<file path="config.mk">
export PLATFORM = sky130hd
export DESIGN_NAME = i2s_tx_serializer_flat
export DESIGN_NICKNAME = d
export VERILOG_FILES = /design/src/rtl/i2s_pkg.sv /design/src/rtl/i2s_tx_serializer_if.sv /design/src/rtl/i2s_tx_serializer_bclk_gen.sv /design/src/rtl/i2s_tx_serializer.sv /design/src/flat_wrapper.sv
export SDC_FILE = /design/constraint.sdc
export NUM_CORES = 1
export LEC_CHECK = 0
export ABC_AREA = 1
export BUFFER_PORTS_ARGS = -buffer_cell sky130_fd_sc_hd__buf_4
export CORE_MARGIN = 4
export CORE_UTILIZATION = 52
export CTS_BUF_LIST = sky130_fd_sc_hd__clkbuf_4 sky130_fd_sc_hd__clkbuf_8
export DETAILED_ROUTE_END_ITERATION = 8
export PLACE_DENSITY = 0.78
export RECOVER_POWER = 100
export SLEW_MARGIN = 5
export SYNTH_ARGS = -nofsm -noshare
export SYNTH_HDL_FRONTEND = slang
export SYNTH_SLANG_ARGS = --single-unit
</file>
<file path="constraint.sdc">
create_clock -name clk -period 2.6 [get_ports clk]
set_clock_uncertainty 0.2 [all_clocks]
set_input_delay 0.78 -clock clk [delete_from_list [all_inputs] [get_ports clk]]
set_output_delay 0.78 -clock clk [all_outputs]
set_load 0.02 [all_outputs]
</file>
<file path="src/rtl/i2s_pkg.sv">
`default_nettype none
// ============================================================================
// Module   : i2s_pkg
// Brief    : Shared types and constants for the I2S transmit serializer.
// Revision : 1.0 - initial release
// ============================================================================
package i2s_pkg;

  // Channel tag carried with each sample and reflected on lrclk.
  typedef enum logic {
    CHAN_L = 1'b0,
    CHAN_R = 1'b1
  } chan_t;

  // Width of one filtered audio sample (Q2.14).
  localparam int SAMPLE_W = 16;

  // Default BCLK periods per channel slot and system clocks per BCLK half.
  localparam int DEF_SLOT_BITS = 32;
  localparam int DEF_CLK_DIV   = 4;

endpackage : i2s_pkg
`default_nettype wire

</file>
<file path="src/rtl/i2s_tx_serializer_if.sv">
`default_nettype none
// ============================================================================
// Module   : i2s_tx_serializer_if
// Brief    : Sample write port from the filter stage into the serializer.
// Revision : 1.0 - initial release
// ============================================================================
interface i2s_tx_serializer_if;
  import i2s_pkg::*;

  logic signed [SAMPLE_W-1:0] in_sample;
  logic                       in_valid;
  chan_t                      in_chan;

  // Producer side (filter stage / testbench).
  modport master (
    output in_sample,
    output in_valid,
    output in_chan
  );

  // Consumer side (serializer).
  modport slave (
    input in_sample,
    input in_valid,
    input in_chan
  );

endinterface : i2s_tx_serializer_if
`default_nettype wire

</file>
<file path="src/rtl/i2s_tx_serializer_bclk_gen.sv">
`default_nettype none
// ============================================================================
// Module   : bclk_gen
// Brief    : Divides the system clock down to BCLK and reports the clk cycle
//            on which BCLK rises or falls as single-cycle strobes.
// Revision : 1.0 - initial release
// ============================================================================
module bclk_gen #(
  parameter int CLK_DIV = 4
) (
  input  wire logic clk,
  input  wire logic reset,
  output logic      bclk,
  output logic      rise_evt,
  output logic      fall_evt
);

  localparam int CNT_W = (CLK_DIV > 2) ? $clog2(CLK_DIV) : 1;
  localparam logic [CNT_W-1:0] C_TERM = CNT_W'(CLK_DIV - 1);

  logic [CNT_W-1:0] div_cnt;
  logic             term;

  // Terminal count marks the clk edge on which bclk toggles.
  always_comb begin
    term     = (div_cnt == C_TERM);
    rise_evt = term & ~bclk;
    fall_evt = term &  bclk;
  end

  // Divider counter and bclk toggle flop.
  always_ff @(posedge clk) begin
    if (reset) begin
      div_cnt <= '0;
      bclk    <= 1'b0;
    end else if (term) begin
      div_cnt <= '0;
      bclk    <= ~bclk;
    end else begin
      div_cnt <= div_cnt + 1'b1;
    end
  end

endmodule : bclk_gen
`default_nettype wire

</file>
<file path="src/rtl/i2s_tx_serializer.sv">
`default_nettype none
// ============================================================================
// Module   : i2s_tx_serializer
// Brief    : Holds one sample per channel and shifts them out to the DAC in
//            standard I2S framing (MSB one BCLK after the lrclk edge), while
//            generating bclk/lrclk from the system clock.
// Revision : 1.0 - initial release
// ============================================================================
module i2s_tx_serializer
  import i2s_pkg::*;
#(
  parameter int CLK_DIV   = DEF_CLK_DIV,
  parameter int SLOT_BITS = DEF_SLOT_BITS
) (
  input  wire logic            clk,
  input  wire logic            reset,
  i2s_tx_serializer_if.slave   in_bus,
  output logic                 bclk,
  output logic                 lrclk,
  output logic                 sdata,
  output logic                 underrun,
  output logic                 overrun
);

  localparam int BIT_W = $clog2(SLOT_BITS);
  localparam logic [BIT_W-1:0] C_BIT_LAST = BIT_W'(SLOT_BITS - 1);
  localparam logic [BIT_W-1:0] C_BIT_MSB  = BIT_W'(SAMPLE_W);

  // Divider strobes; the rise strobe is not needed by the transmit path.
  logic fall_evt;
  logic unused_rise_evt;

  // Channel storage.
  logic [SAMPLE_W-1:0] hold_l;
  logic [SAMPLE_W-1:0] hold_r;
  logic                fresh_l;
  logic                fresh_r;

  // Serializer state.
  logic [BIT_W-1:0]    bit_cnt;
  logic [SAMPLE_W-1:0] shift_reg;
  logic                first_slot;

  // Combinational decode.
  logic [BIT_W-1:0]    bit_nxt;
  logic                slot_load;
  logic                load_r;
  logic                wr_l;
  logic                wr_r;
  logic                load_l_evt;
  logic                load_r_evt;
  logic                bypass;
  logic                load_fresh;
  logic [SAMPLE_W-1:0] load_val;
  logic                stale;
  logic                clobber;

  bclk_gen #(
    .CLK_DIV (CLK_DIV)
  ) u_bclk_gen (
    .clk      (clk),
    .reset    (reset),
    .bclk     (bclk),
    .rise_evt (unused_rise_evt),
    .fall_evt (fall_evt)
  );

  // Slot boundary, channel select, write decode and flag conditions.
  always_comb begin
    bit_nxt    = (bit_cnt == C_BIT_LAST) ? '0 : bit_cnt + 1'b1;
    slot_load  = fall_evt && (bit_nxt == '0);
    // lrclk is about to toggle, so the new channel is right when lrclk is 0.
    load_r     = ~lrclk;
    wr_l       = in_bus.in_valid && (in_bus.in_chan == CHAN_L);
    wr_r       = in_bus.in_valid && (in_bus.in_chan == CHAN_R);
    load_l_evt = slot_load && !load_r;
    load_r_evt = slot_load &&  load_r;
    // A write landing on its own channel's load goes straight to the shifter.
    bypass     = load_r ? wr_r : wr_l;
    load_fresh = load_r ? fresh_r : fresh_l;
    if (bypass) begin
      load_val = in_bus.in_sample;
    end else begin
      load_val = load_r ? hold_r : hold_l;
    end
    stale      = slot_load && !bypass && !load_fresh && !first_slot;
    clobber    = (wr_l && fresh_l && !load_l_evt) ||
                 (wr_r && fresh_r && !load_r_evt);
  end

  // Holding registers, fresh flags and the overrun pulse.
  always_ff @(posedge clk) begin
    if (reset) begin
      hold_l  <= '0;
      hold_r  <= '0;
      fresh_l <= 1'b0;
      fresh_r <= 1'b0;
      overrun <= 1'b0;
    end else begin
      overrun <= clobber;
      if (wr_l) begin
        hold_l <= in_bus.in_sample;
      end
      if (wr_r) begin
        hold_r <= in_bus.in_sample;
      end
      if (load_l_evt) begin
        fresh_l <= 1'b0;
      end else if (wr_l) begin
        fresh_l <= 1'b1;
      end
      if (load_r_evt) begin
        fresh_r <= 1'b0;
      end else if (wr_r) begin
        fresh_r <= 1'b1;
      end
    end
  end

  // Bit counter, lrclk, shift register and sdata, all advanced on BCLK falls.
  always_ff @(posedge clk) begin
    if (reset) begin
      bit_cnt    <= C_BIT_LAST;
      lrclk      <= 1'b1;
      sdata      <= 1'b0;
      shift_reg  <= '0;
      first_slot <= 1'b1;
      underrun   <= 1'b0;
    end else begin
      underrun <= stale;
      if (fall_evt) begin
        bit_cnt <= bit_nxt;
        if (slot_load) begin
          // Bit 0 of every slot is the one-BCLK I2S padding bit.
          lrclk      <= ~lrclk;
          shift_reg  <= load_val;
          first_slot <= 1'b0;
          sdata      <= 1'b0;
        end else if (bit_nxt <= C_BIT_MSB) begin
          sdata     <= shift_reg[SAMPLE_W-1];
          shift_reg <= {shift_reg[SAMPLE_W-2:0], 1'b0};
        end else begin
          sdata <= 1'b0;
        end
      end
    end
  end

endmodule : i2s_tx_serializer
`default_nettype wire

</file>
<file path="src/flat_wrapper.sv">
// flat-port wrapper written by rule: the top's interface ports become plain ports
module i2s_tx_serializer_flat import i2s_pkg::*;
#(
  parameter int CLK_DIV   = DEF_CLK_DIV,
  parameter int SLOT_BITS = DEF_SLOT_BITS
)
  (clk, reset, bclk, lrclk, sdata, underrun, overrun, in_bus_in_sample, in_bus_in_valid, in_bus_in_chan);
  i2s_tx_serializer_if in_bus_i ();
  input  wire logic clk;
  input  wire logic reset;
  output logic bclk;
  output logic lrclk;
  output logic sdata;
  output logic underrun;
  output logic overrun;
  input wire logic [$bits(in_bus_i.in_sample)-1:0] in_bus_in_sample;
  input wire logic [$bits(in_bus_i.in_valid)-1:0] in_bus_in_valid;
  input wire logic [$bits(in_bus_i.in_chan)-1:0] in_bus_in_chan;
  assign in_bus_i.in_sample = in_bus_in_sample;
  assign in_bus_i.in_valid = in_bus_in_valid;
  assign in_bus_i.in_chan = in_bus_in_chan;
  i2s_tx_serializer #(.CLK_DIV(CLK_DIV), .SLOT_BITS(SLOT_BITS)) u_core (.clk(clk), .reset(reset), .in_bus(in_bus_i), .bclk(bclk), .lrclk(lrclk), .sdata(sdata), .underrun(underrun), .overrun(overrun));
endmodule
</file>
Yosys cells after proc, flatten, opt, wreduce, memory -nomap -nowiden
Index checks and enable logic that the tools add are counted.
{ "word_totals": {"inputBits": 20, "out_inout_bits": 5, "word_cells": 56, "ff_bits": 63} }
{ "op_classes": {"addsub": 2, "mux": 9, "n_eq_ne": 2, "n_reduce_logical": 25, "magnitude_cmp": 1, "n_bitwise": 4} }
{ "ops": {"columns": ["cell", "n"], "rows": [
  ["$mux W16", 4],
  ["$logic_and A1 B1 Y1", 12],
  ["$reduce_or A2 Y1", 3],
  ["$add A5 B1 Y5 const B", 1],
  ["$eq A5 B5 Y1 const B", 1],
  ["$le A5 B5 Y1 const B", 1],
  ["$logic_not A1 Y1", 5],
  ["$logic_not A5 Y1", 1],
  ["$mux W5", 1],
  ["$mux W1", 4],
  ["$reduce_and A2 Y1", 2],
  ["$not A1 Y1", 3],
  ["$add A2 B1 Y2 const B", 1],
  ["$eq A2 B2 Y1 const B", 1],
  ["$reduce_bool A2 Y1", 1],
  ["$and A1 B1 Y1", 1],
  ["$logic_or A1 B1 Y1", 1]
]} }

Depth between registers and ports, before layout
Gate-level depths: netlist of run 1.
{ "depth": {"depth_word": 8, "ltp_mapped": 14, "ltp_nobuf": 13} }

By module
From an unflattened synthesis of run 1, not the netlist that was laid out.
{ "unflattened": {"hier_cells": 434, "hier_area_um2": 3025.4} }
{ "by_module_without_submodules": {"columns": ["mod", "n_inst", "area_each_um2", "cells_each"], "rows": [
  ["i2s_tx_serializer", 1, 2910.3, 420],
  ["bclk_gen", 1, 115.1, 14]
]} }

Least setup slack after synthesis of run 1
OpenSTA, ideal clock, no wires.
{ "synth_timing": {"path_kind": "register to register", "start": "register u_core.bit_cnt[0]", "end": "register u_core.shift_reg[10]", "setup_slack_ps": 500, "stages_incl_launch_ff": 15, "t_arrival_ps": 1787, "required_ps": 2287, "period_less_slack_ps": 2100, "setup_ps": 113, "cell_sequence": "dfxtp_1 ha_1 nand2_2 nor2_1 ha_1 inv_2 nand2_2 nor2_2 nor2_4 nand3_4 nand2_4 buf_6 nand2_1 nor2_1 nor2_1"} }
{ "synth_via": {"elab_chain_cells": 6} }
{ "synth_lines": {"columns": ["item", "line_no", "text"], "rows": [
  ["start, declared", "i2s_tx_serializer.sv:40", "logic [BIT_W-1:0] bit_cnt;"],
  ["start signal, assigned", "i2s_tx_serializer.sv:132", "bit_cnt <= bit_nxt;"],
  ["$add A5 B1 Y5 or $eq A5 B5 Y1 (tied branches)", "i2s_tx_serializer.sv:70", "bit_nxt = (bit_cnt == C_BIT_LAST) ? '0 : bit_cnt + 1'b1;"],
  ["$mux W5 (*)", "i2s_tx_serializer.sv:70", null],
  ["parallel branches: the longest is 4 deep, another holds $le A5 B5 Y1", null, null],
  ["end signal, assigned", "i2s_tx_serializer.sv:136", "shift_reg <= load_val;"],
  ["end signal, assigned", "i2s_tx_serializer.sv:141", "shift_reg <= {shift_reg[SAMPLE_W-2:0], 1'b0};"],
  ["end, declared", "i2s_tx_serializer.sv:41", "logic [SAMPLE_W-1:0] shift_reg;"]
]} }
Every way passes the cells marked *.
A chain may end at the register's enable or synchronous reset.

Final worst setup path of run 1
{ "layout_timing": {"start": "register u_core.bit_cnt[1]", "end": "register u_core.shift_reg[0]"} }
{ "layout_via": {"elab_chain_cells": 6} }
{ "layout_lines": {"columns": ["item", "line_no", "text"], "rows": [
  ["$add A5 B1 Y5 or $eq A5 B5 Y1 (tied branches)", "i2s_tx_serializer.sv:70", null],
  ["$mux W5 (*)", "i2s_tx_serializer.sv:70", null],
  ["named net u_core.bit_nxt[4]", "i2s_tx_serializer.sv:45", "logic [BIT_W-1:0] bit_nxt;"],
  ["parallel branches: the longest is 4 deep, another holds $le A5 B5 Y1", null, null]
]} }
Mark *: on every way through the listed nets, which the timed path passes.

==> metrics.txt, run 1 <==
wire length of the first global-routing pass 10.9 mm; share of synthesized flip-flops with an asynchronous set or reset 0%; antenna violations before repair 0; startpoint of the worst register-to-register path u_core.bit_cnt[1]; Non-Filler Cell Area, Final 3330 um^2; Worst EP arrival 2.47 ns; Post-CTS Hold Fix Bufs 0; total of flip-flops plus latches after synthesis 63; Hold Fails Final Rpt 0; portion of total power attributed to the clock network 40.7%; Largest delay share family, worst path simple AND/OR/NAND/NOR gates; vias per inst 5.22; post-DP HPWL 4.11 mm; number of I/O pins 25; Total Die Area 6860 um^2; most area-consuming cells after synthesis dfxtp_1 (43%), nor2_1 (11%), o21ai_0 (11%); clock period minus worst slack 2.41 ns; Gate power share 9.6%; number of placed instances with taps included 495; number of endpoints failing setup at the final stage 0; Total Negative Setup Slacks 0 ns; Area Growth Syn to Fin 14.5%; largest driver fanout on the critical path 8; most common cell in the synthesized netlist nor2_1; headroom to the max-slew limit 39.3%; delay of the slowest critical-path stage 0.39 ns; number of max-cap violations 0; sum of buffers and inverters on the critical path 1; hold path cells 1; Buffers on Ports 24; FMAX 0.414 GHz; post-synth design cell area 2910 um^2; placed cell area 3130 um^2; antenna-violating nets left 0; power density cells 623 nW/um^2; final worst-path cycle share 92.8%; final non-filler cell total 513; number of buffers between clock root and the deepest sink 2; FP Rows 26; total DRC errors in the routed layout 0; clk slew on worst S/H paths 0.07 ns; effective utilization at floorplan 55.2%; Ys Warns 0; unrepaired setup endpoints after global routing false; startpoint of the lowest-slack hold path u_core.u_bclk_gen.div_cnt[0]; peak supply drop 0.321 mV; number of global-route vias before repair 2287; Post-synth EDFFs 0; diode insertion count for antenna repair 0; Tightest Pin Transition 0.910 ns; R2R cell count 9; TritonRoute pass-1 iters 5; end of the worst register-to-register path u_core.shift_reg[0]; vias 2677; sink count of the clock tree 63; worst-case register-to-register setup slack 0.19 ns; height of the chip 82.8 um; Max Slew Vio Count 0; total leakage power 1.46 nW; maximum number of pins on one net before global-route repair 54; routed len/inst 12.9 um; Worst EP required 2.66 ns; critical path launch point type register; clock network latency to the later pin of the worst-skew pair 0.33 ns; relative contribution of sequential cells to total power 49.7%; capture endpoint of the worst hold path u_core.u_bclk_gen.div_cnt[0]; library cell with the largest summed area after synthesis dfxtp_1; gr ovfl total 0; core area 5270 um^2; commonest cells in the synthesized netlist nor2_1 (89), nand2_1 (78), dfxtp_1 (63), o21ai_0 (62), inv_1 (23); worst min-delay path class reg2reg; predominant post-synthesis flop cell dfxtp_1; total nets after synthesis 440; switching part of the total power 24.1%; horizontal die dimension 82.8 um; Sw Pwr 500 uW; Synth cell types 29; number of buffers inserted during clock tree synthesis 9; total length of routed wires 6.60 mm; synthesized area divided by synthesized cell count 6.98 um^2; overall global routing resource usage 19.0%; number of standard cells after synthesis 417; Post-layout nets 462; last weighted congestion value of the routability-driven placer 0.817; Setup crit end kind register; Root Buffer clkbuf_8; drt first-iter violations 169; CP Class reg2reg; share of post-route cells with drive strength above 1 13.5%; sequential share of the synthesized area 43.3%; Critical Path Slowest Stage Cell dfxtp_1; crit-path cells ha_1 -> nand2_2 -> nor2_1 -> ha_1 -> nor2_2 -> inv_2 -> nor2_2 -> nand2_1 -> a21oi_1; fraction of synthesized cell area taken by the top area cell type 43.3%; status completed; CTS H-Tree Depth 3; TritonCTS clock tree done; internal portion of total power 1.58 mW
## cells by family (layout without fill, tap and decap cells)
logic type,count (synthesis),in the layout,synth area share (%)
buffers and inverters,49,74,7.56
AND/OR/NAND/NOR,203,204,30.2
flip-flops,63,63,43.3
adder cells (fa/ha/maj),3,3,1.29
AO/OA/AOI/OAI,99,99,17.7
## worst max path at each step
stage                     slack [ns]  depth (start not counted)         startpoint                   end
after floorplan                 0.50                         14  u_core.bit_cnt[0]  u_core.shift_reg[10]
after global placement          0.35                         13  u_core.bit_cnt[0]  u_core.shift_reg[10]
after detailed placement        0.19                         13  u_core.bit_cnt[0]  u_core.shift_reg[13]
after CTS                       0.15                         13  u_core.bit_cnt[0]  u_core.shift_reg[13]
after global routing            0.01                         12  u_core.bit_cnt[1]        u_core.overrun
final                           0.19                          9  u_core.bit_cnt[1]   u_core.shift_reg[0]
## routing by layer
| layer | vias to the layer above | GRT usage [%] | part of all wire, % |
|---|---|---|---|
| met1 | 1224 | 25.5 | 46 |
| li1 | 1393 | - | - |
| met2 | 53 | 29.4 | 48 |
| met5 | - | 0 | 0 |
| met3 | 7 | 5.64 | 4.8 |
| met4 | 0 | 5.50 | 1.2 |
## power by group through the flow
stage                     sequential [mW]  clock (mW)  combinational, mW
after CTS                            1.03       0.864              0.204
final                                1.03       0.846              0.199
after detailed placement             1.05           0              0.203
after global routing                 1.04       0.908              0.229
after floorplan                      1.05           0              0.132
after global placement               1.05           0              0.199
## repair_timing
| action | CTS | global route |
|---|---|---|
| gates resized for setup | 0 | 4 |
| setup buffers | 0 | 2 |
| setup endpoints to repair | 0 | 15 |
## metrics by stage
step                utilization [%]  total power [mW]  hold slack (ns)  setup WS [ns]
detailed placement             59.4              1.26            0.221          0.187
global placement               59.4              1.25            0.214          0.349
global route                   63.2              2.17            0.267         0.0114
CTS                            63.1              2.10            0.250          0.145
finish                         63.2              2.07            0.249          0.187
floorplan                         -              1.18            0.204          0.500
## layout make-up
class,instances,area (um^2)
tap,70,87.6
clock inverter,3,43.8
timing repair buffer,32,229
clock buffer,12,153
inverter,27,101
sequential,63,1260
fill,497,1940
multi-input combinational,306,1460
## cell usage in the layout, fill, tap and decap left out, types with 4 or more instances in the layout
cell type	count
nand3_4	4
o21ai_0	62
dfxtp_1	62
nand3_1	15
inv_1	23
buf_4	24
a21oi_1	20
clkbuf_1	5
clkbuf_8	10
nand2_1	79
nor2_1	88
o21ai_1	11
Note: power is estimated with default switching activity, not from simulation.
==> run 2, diff against run 1 <==
ABC_CLOCK_PERIOD_IN_PS = 2600   (was not set)
RECOVER_POWER = 50   (was 100)
SETUP_SLACK_MARGIN = 0.02   (was not set)
==> run 2 against run 1 <==
Net effect:
- sequential share of layout area is 0.11 points lower
- combinational power about the same
- worst hold slack barely moved
- clock-buffer cell count is the same
- cell count is the same
- core utilization rose by 0.19 points
- flip-flop and latch count unchanged
- largest power group unchanged
==> metrics.txt, run 2 (synthesized netlist as in run 1, its figures left out) <==
number of max-cap violations 0; Tightest Pin Transition 0.905 ns; commonest cells after routing, fill and taps aside nor2_1 (88), nand2_1 (79), o21ai_0 (62), dfxtp_1 (62), buf_4 (27); relative contribution of sequential cells to total power 49.6%; number of endpoints failing setup at the final stage 0; share of post-route cells with drive strength above 1 14.0%; FP Rows 26; antenna violations before repair 0; wire length of the first global-routing pass 10.9 mm; total leakage power 1.47 nW; clk slew on worst S/H paths 0.07 ns; Place WS 0.187 ns; headroom to the max-slew limit 39.7%; critical path launch point type register; worst min-delay path class reg2reg; clock period minus worst slack 2.42 ns; total DRC errors in the routed layout 0; number of buffers inserted during clock tree synthesis 9; Buffers on Ports 24; power density cells 621 nW/um^2; TritonCTS clock tree done; end of the worst register-to-register path u_core.shift_reg[0]; delay of the slowest critical-path stage 0.39 ns; vias 2678; startpoint of the worst register-to-register path u_core.bit_cnt[1]; most common cell after layout, fill and taps aside nor2_1; Sw Pwr 500 uW; total length of routed wires 6.65 mm; effective utilization at floorplan 55.2%; CTS H-Tree Depth 3; crit-path cells ha_1 -> nand2_2 -> nor2_1 -> ha_1 -> nor2_2 -> inv_2 -> nor2_2 -> nand2_1 -> a21oi_1; Total Negative Setup Slacks 0 ns; hold path cells 1; number of buffers between clock root and the deepest sink 2; peak supply drop 0.320 mV; height of the chip 82.8 um; status completed; Worst EP arrival 2.48 ns; switching part of the total power 24.1%; horizontal die dimension 82.8 um; Area Growth Syn to Fin 14.8%; largest driver fanout on the critical path 8; Setup crit end kind register; sink count of the clock tree 63; number of global-route vias before repair 2287; FMAX 0.414 GHz; routed len/inst 13.0 um; Post-layout nets 462; overall global routing resource usage 19.0%; portion of total power attributed to the clock network 40.7%; final worst-path cycle share 93.0%; drt first-iter violations 171; clock network latency to the later pin of the worst-skew pair 0.33 ns; number of I/O pins 25; gr ovfl total 0; worst-case register-to-register setup slack 0.18 ns; Worst EP required 2.66 ns; diode insertion count for antenna repair 0; Total Die Area 6860 um^2; setup ws final 0.183 ns; TritonRoute pass-1 iters 5; capture endpoint of the worst hold path u_core.u_bclk_gen.div_cnt[0]; Root Buffer clkbuf_8; antenna-violating nets left 0; startpoint of the lowest-slack hold path u_core.u_bclk_gen.div_cnt[0]; Gate power share 9.6%; Hold Fails Final Rpt 0; maximum number of pins on one net before global-route repair 54; unrepaired setup endpoints after global routing false; internal portion of total power 1.58 mW; CP Class reg2reg; last weighted congestion value of the routability-driven placer 0.817; Critical Path Slowest Stage Cell dfxtp_1; post-DP HPWL 4.11 mm; vias per inst 5.22; Max Slew Vio Count 0; core area 5270 um^2; total power draw 2.08 mW; R2R cell count 9
run 2: power groups by stage:
stage	sequential (mW)	combinational (mW)	clock, mW
after floorplan	1.05	0.132	0
after global placement	1.05	0.199	0
after detailed placement	1.05	0.203	0
after CTS	1.03	0.204	0.864
after global routing	1.04	0.230	0.908
final	1.03	0.200	0.846
run 2: timing repair:
item                       4_1_cts  5_1_grt
hold buffers                     0        0
setup endpoints to repair        0       15
setup buffers                    0        2
gates resized for setup          0        4
run 2: how the worst max path moves through the flow:
stage                      start                    to  slack [ns]  cells after the start
2_1_floorplan  u_core.bit_cnt[0]  u_core.shift_reg[10]        0.50                     14
3_3_place_gp   u_core.bit_cnt[0]  u_core.shift_reg[10]        0.35                     13
3_5_place_dp   u_core.bit_cnt[0]  u_core.shift_reg[13]        0.19                     13
4_1_cts        u_core.bit_cnt[0]  u_core.shift_reg[13]        0.15                     13
5_1_grt        u_core.bit_cnt[1]        u_core.overrun        0.01                     12
6_report       u_core.bit_cnt[1]   u_core.shift_reg[0]        0.18                      9
run 2: per-stage QoR:
| step | instance area [um^2] | instances | hold WS [ns] | util, % |
|---|---|---|---|---|
| after floorplan | 2910 | 417 | 0.204 | - |
| final | 3340 | 513 | 0.249 | 63.4 |
| after global placement | 3130 | 495 | 0.214 | 59.4 |
| after global routing | 3340 | 513 | 0.267 | 63.4 |
| after CTS | 3330 | 510 | 0.250 | 63.1 |
| after detailed placement | 3130 | 495 | 0.221 | 59.4 |
run 2: critical path, delay by kind of cell (launching register included):
kind | cells | cell delay (ns)
AO/OA/AOI/OAI | 1 | 0.14
adder cells (fa/ha/maj) | 2 | 0.53
buffers and inverters | 1 | 0.20
flip-flops | 1 | 0.39
AND/OR/NAND/NOR | 5 | 0.89
run 2: routing by layer:
metal	track usage, %	part of all wire (%)	up-vias
met5	0	0	-
met4	5.50	1.1	0
met3	5.64	5.4	7
met2	29.4	48	61
met1	25.5	45	1218
li1	-	-	1392
run 2: area by class of cell:
class,instances,area [um^2]
Clock buffer,12,153
Sequential cell,63,1260
Multi-Input combinational cell,306,1460
Timing Repair Buffer,32,239
Tap cell,70,87.6
Fill cell,496,1930
Clock inverter,3,43.8
Inverter,27,101
==> run 3, diff against run 2 <==
ABC_AREA = 0   (was 1)
==> run 3 against run 2 <==
Net effect:
- combinational power decreased by 18%
- die area decreased by 6.1%
- wire length decreased by 17%
==> metrics.txt, run 3 <==
status completed; number of buffers inserted during clock tree synthesis 9; share of post-route cells with drive strength above 1 17.9%; Critical Path Slowest Stage Cell dfxtp_1; Total Die Area 6440 um^2; Max Slew Vio Count 0; Post-layout nets 337; critical path launch point type register; worst-case register-to-register setup slack 0.13 ns; antenna-violating nets left 0; commonest cells in the synthesized netlist dfxtp_1 (63), nor2_1 (52), mux2i_1 (50), nand2_1 (32), a311oi_1 (13); Setup crit end kind register; Hold Fails Final Rpt 0; number of standard cells after synthesis 287; number of endpoints failing setup at the final stage 0; delay of the slowest critical-path stage 0.40 ns; power density cells 637 nW/um^2; largest driver fanout on the critical path 5; drt first-iter violations 131; FP Rows 26; maximum number of pins on one net before global-route repair 64; Buffers on Ports 24; overall global routing resource usage 19.2%; portion of total power attributed to the clock network 41.7%; total of flip-flops plus latches after synthesis 63; TritonRoute pass-1 iters 4; Worst EP arrival 2.52 ns; wire length of the first global-routing pass 9.49 mm; CTS H-Tree Depth 3; clk slew on worst S/H paths 0.06 ns; hold path cells 1; number of max-cap violations 0; post-DP HPWL 3.56 mm; library cell with the largest summed area after synthesis dfxtp_1; CP Class reg2reg; sequential share of the synthesized area 46.5%; relative contribution of sequential cells to total power 50.1%; Sw Pwr 462 uW; worst min-delay path class reg2reg; horizontal die dimension 80.2 um; end of the worst register-to-register path u_core.shift_reg[8]; Post-synth EDFFs 0; capture endpoint of the worst hold path u_core.u_bclk_gen.div_cnt[0]; predominant post-synthesis flop cell dfxtp_1; vias per inst 5.45; Worst EP required 2.65 ns; Synth cell types 39; antenna violations before repair 0; Ys Warns 0; share of synthesized flip-flops with an asynchronous set or reset 0%; total length of routed wires 5.50 mm; Area Growth Syn to Fin 17.0%; Total Negative Setup Slacks 0 ns; clock network latency to the later pin of the worst-skew pair 0.34 ns; sink count of the clock tree 63; startpoint of the worst register-to-register path u_core.bit_cnt[1]; unrepaired setup endpoints after global routing false; crit-path cells ha_1 -> and3_1 -> ha_2 -> nand3b_1 -> buf_4 -> or3_1 -> a311oi_1; core area 5070 um^2; number of buffers between clock root and the deepest sink 2; diode insertion count for antenna repair 0; Root Buffer clkbuf_8; Gate power share 8.2%; number of I/O pins 25; final worst-path cycle share 95.2%; startpoint of the lowest-slack hold path u_core.u_bclk_gen.div_cnt[0]; placed cell area 2980 um^2; last weighted congestion value of the routability-driven placer 0.861; vias 2114; most common cell after layout, fill and taps aside dfxtp_1; height of the chip 80.2 um; synthesized area divided by synthesized cell count 9.46 um^2; most area-consuming cells after synthesis dfxtp_1 (46%), mux2i_1 (18%), nor2_1 (7.2%); fraction of synthesized cell area taken by the top area cell type 46.5%; post-synth design cell area 2710 um^2; routed len/inst 14.2 um; Final Hold Slack 0.232 ns; FMAX 0.404 GHz; R2R cell count 7; internal portion of total power 1.56 mW; Non-Filler Cell Area, Final 3170 um^2; Tightest Pin Transition 0.636 ns; switching part of the total power 22.9%; most common cell in the synthesized netlist dfxtp_1; peak supply drop 0.416 mV; clock period minus worst slack 2.47 ns; headroom to the max-slew limit 57.6%; total nets after synthesis 310; gr ovfl total 0; commonest cells after routing, fill and taps aside dfxtp_1 (62), nor2_1 (52), mux2i_1 (50); number of global-route vias before repair 2163; effective utilization at floorplan 53.5%; total DRC errors in the routed layout 0; TritonCTS clock tree done; total leakage power 1.34 nW
==> run 3: cell count changes in the layout (fill, tap and decap cells not counted), sizes merged, moves of 4 or more <==
cell    previous run  this run
mux2i              0        50
a21oi             21         5
buf               28        33
o21ai             73         4
a311oi             0        13
inv               26         2
nand2             83        32
nor2              92        53
nand3             19         2
nand2b             0         4
==> run 3: routing by layer <==
layer  part of all wire (%)  routed length (um)  global-route usage [%]  up-vias
li1                       -                   -                       -     1057
met1                     46                2550                    22.3      996
met2                     47                2570                    31.3       48
met3                    4.1                 228                    5.27       13
met4                    2.7                 149                    11.3        0
met5                      0                   0                       0        -
==> run 3: stage by stage <==
stage               setup slack (ns)  util [%]  power, mW  std cells
global placement               0.206      58.8       1.20        372
global route                  0.0206      62.5       2.11        388
floorplan                      0.296         -       1.14        287
finish                         0.125      62.5       2.02        388
CTS                           0.0875      62.6       2.05        387
detailed placement             0.134      58.8       1.20        372
==> run 3: timing repair <==
item	CTS	global route
hold buffers	0	0
setup buffers	0	1
setup endpoints to repair	0	11
endpoints found under the hold margin	0	0
gates resized for setup	0	3
==> run 3: worst max path at each step <==
| stage | from | end | slack (ns) |
|---|---|---|---|
| floorplan | u_core.bit_cnt[0] | u_core.shift_reg[15] | 0.30 |
| global placement | u_core.bit_cnt[0] | u_core.lrclk | 0.21 |
| detailed placement | u_core.bit_cnt[0] | u_core.shift_reg[14] | 0.13 |
| CTS | u_core.bit_cnt[0] | u_core.shift_reg[14] | 0.09 |
| global route | u_core.bit_cnt[1] | u_core.shift_reg[8] | 0.02 |
| finish | u_core.bit_cnt[1] | u_core.shift_reg[8] | 0.13 |
==> run 3: cells by family (layout without fill, tap and decap cells) <==
logic type	after synthesis	in the layout	share of synthesized area [%]
AO/OA/AOI/OAI	35	35	10.4
XOR/XNOR	4	4	1.29
adder cells (fa/ha/maj)	3	3	1.38
buffers and inverters	22	53	3.73
flip-flops	63	63	46.5
multiplexers	51	51	18.9
AND/OR/NAND/NOR	109	109	17.8
==> run 3: critical path, delay by kind of cell (launching register included) <==
kind,cells,cell delay (ns)
adder cells (fa/ha/maj),2,0.52
buffers and inverters,1,0.20
flip-flops,1,0.40
AND/OR/NAND/NOR,3,0.80
AO/OA/AOI/OAI,1,0.26
==> run 3: final cells by class <==
type / instances / area (um^2)
fill: 436 / 1900
inverter: 2 / 7.51
multi-input combinational: 202 / 1360
tap: 70 / 87.6
timing repair buffer: 36 / 260
sequential: 63 / 1260
clock buffer: 11 / 151
clock inverter: 4 / 45.0
==> run 3: power groups by stage <==
stage	sequential [mW]	combinational [mW]	clock (mW)
after global placement	1.03	0.165	0
after floorplan	1.03	0.111	0
after detailed placement	1.03	0.168	0
after global routing	1.02	0.184	0.907
after CTS	1.01	0.169	0.863
final	1.01	0.165	0.844
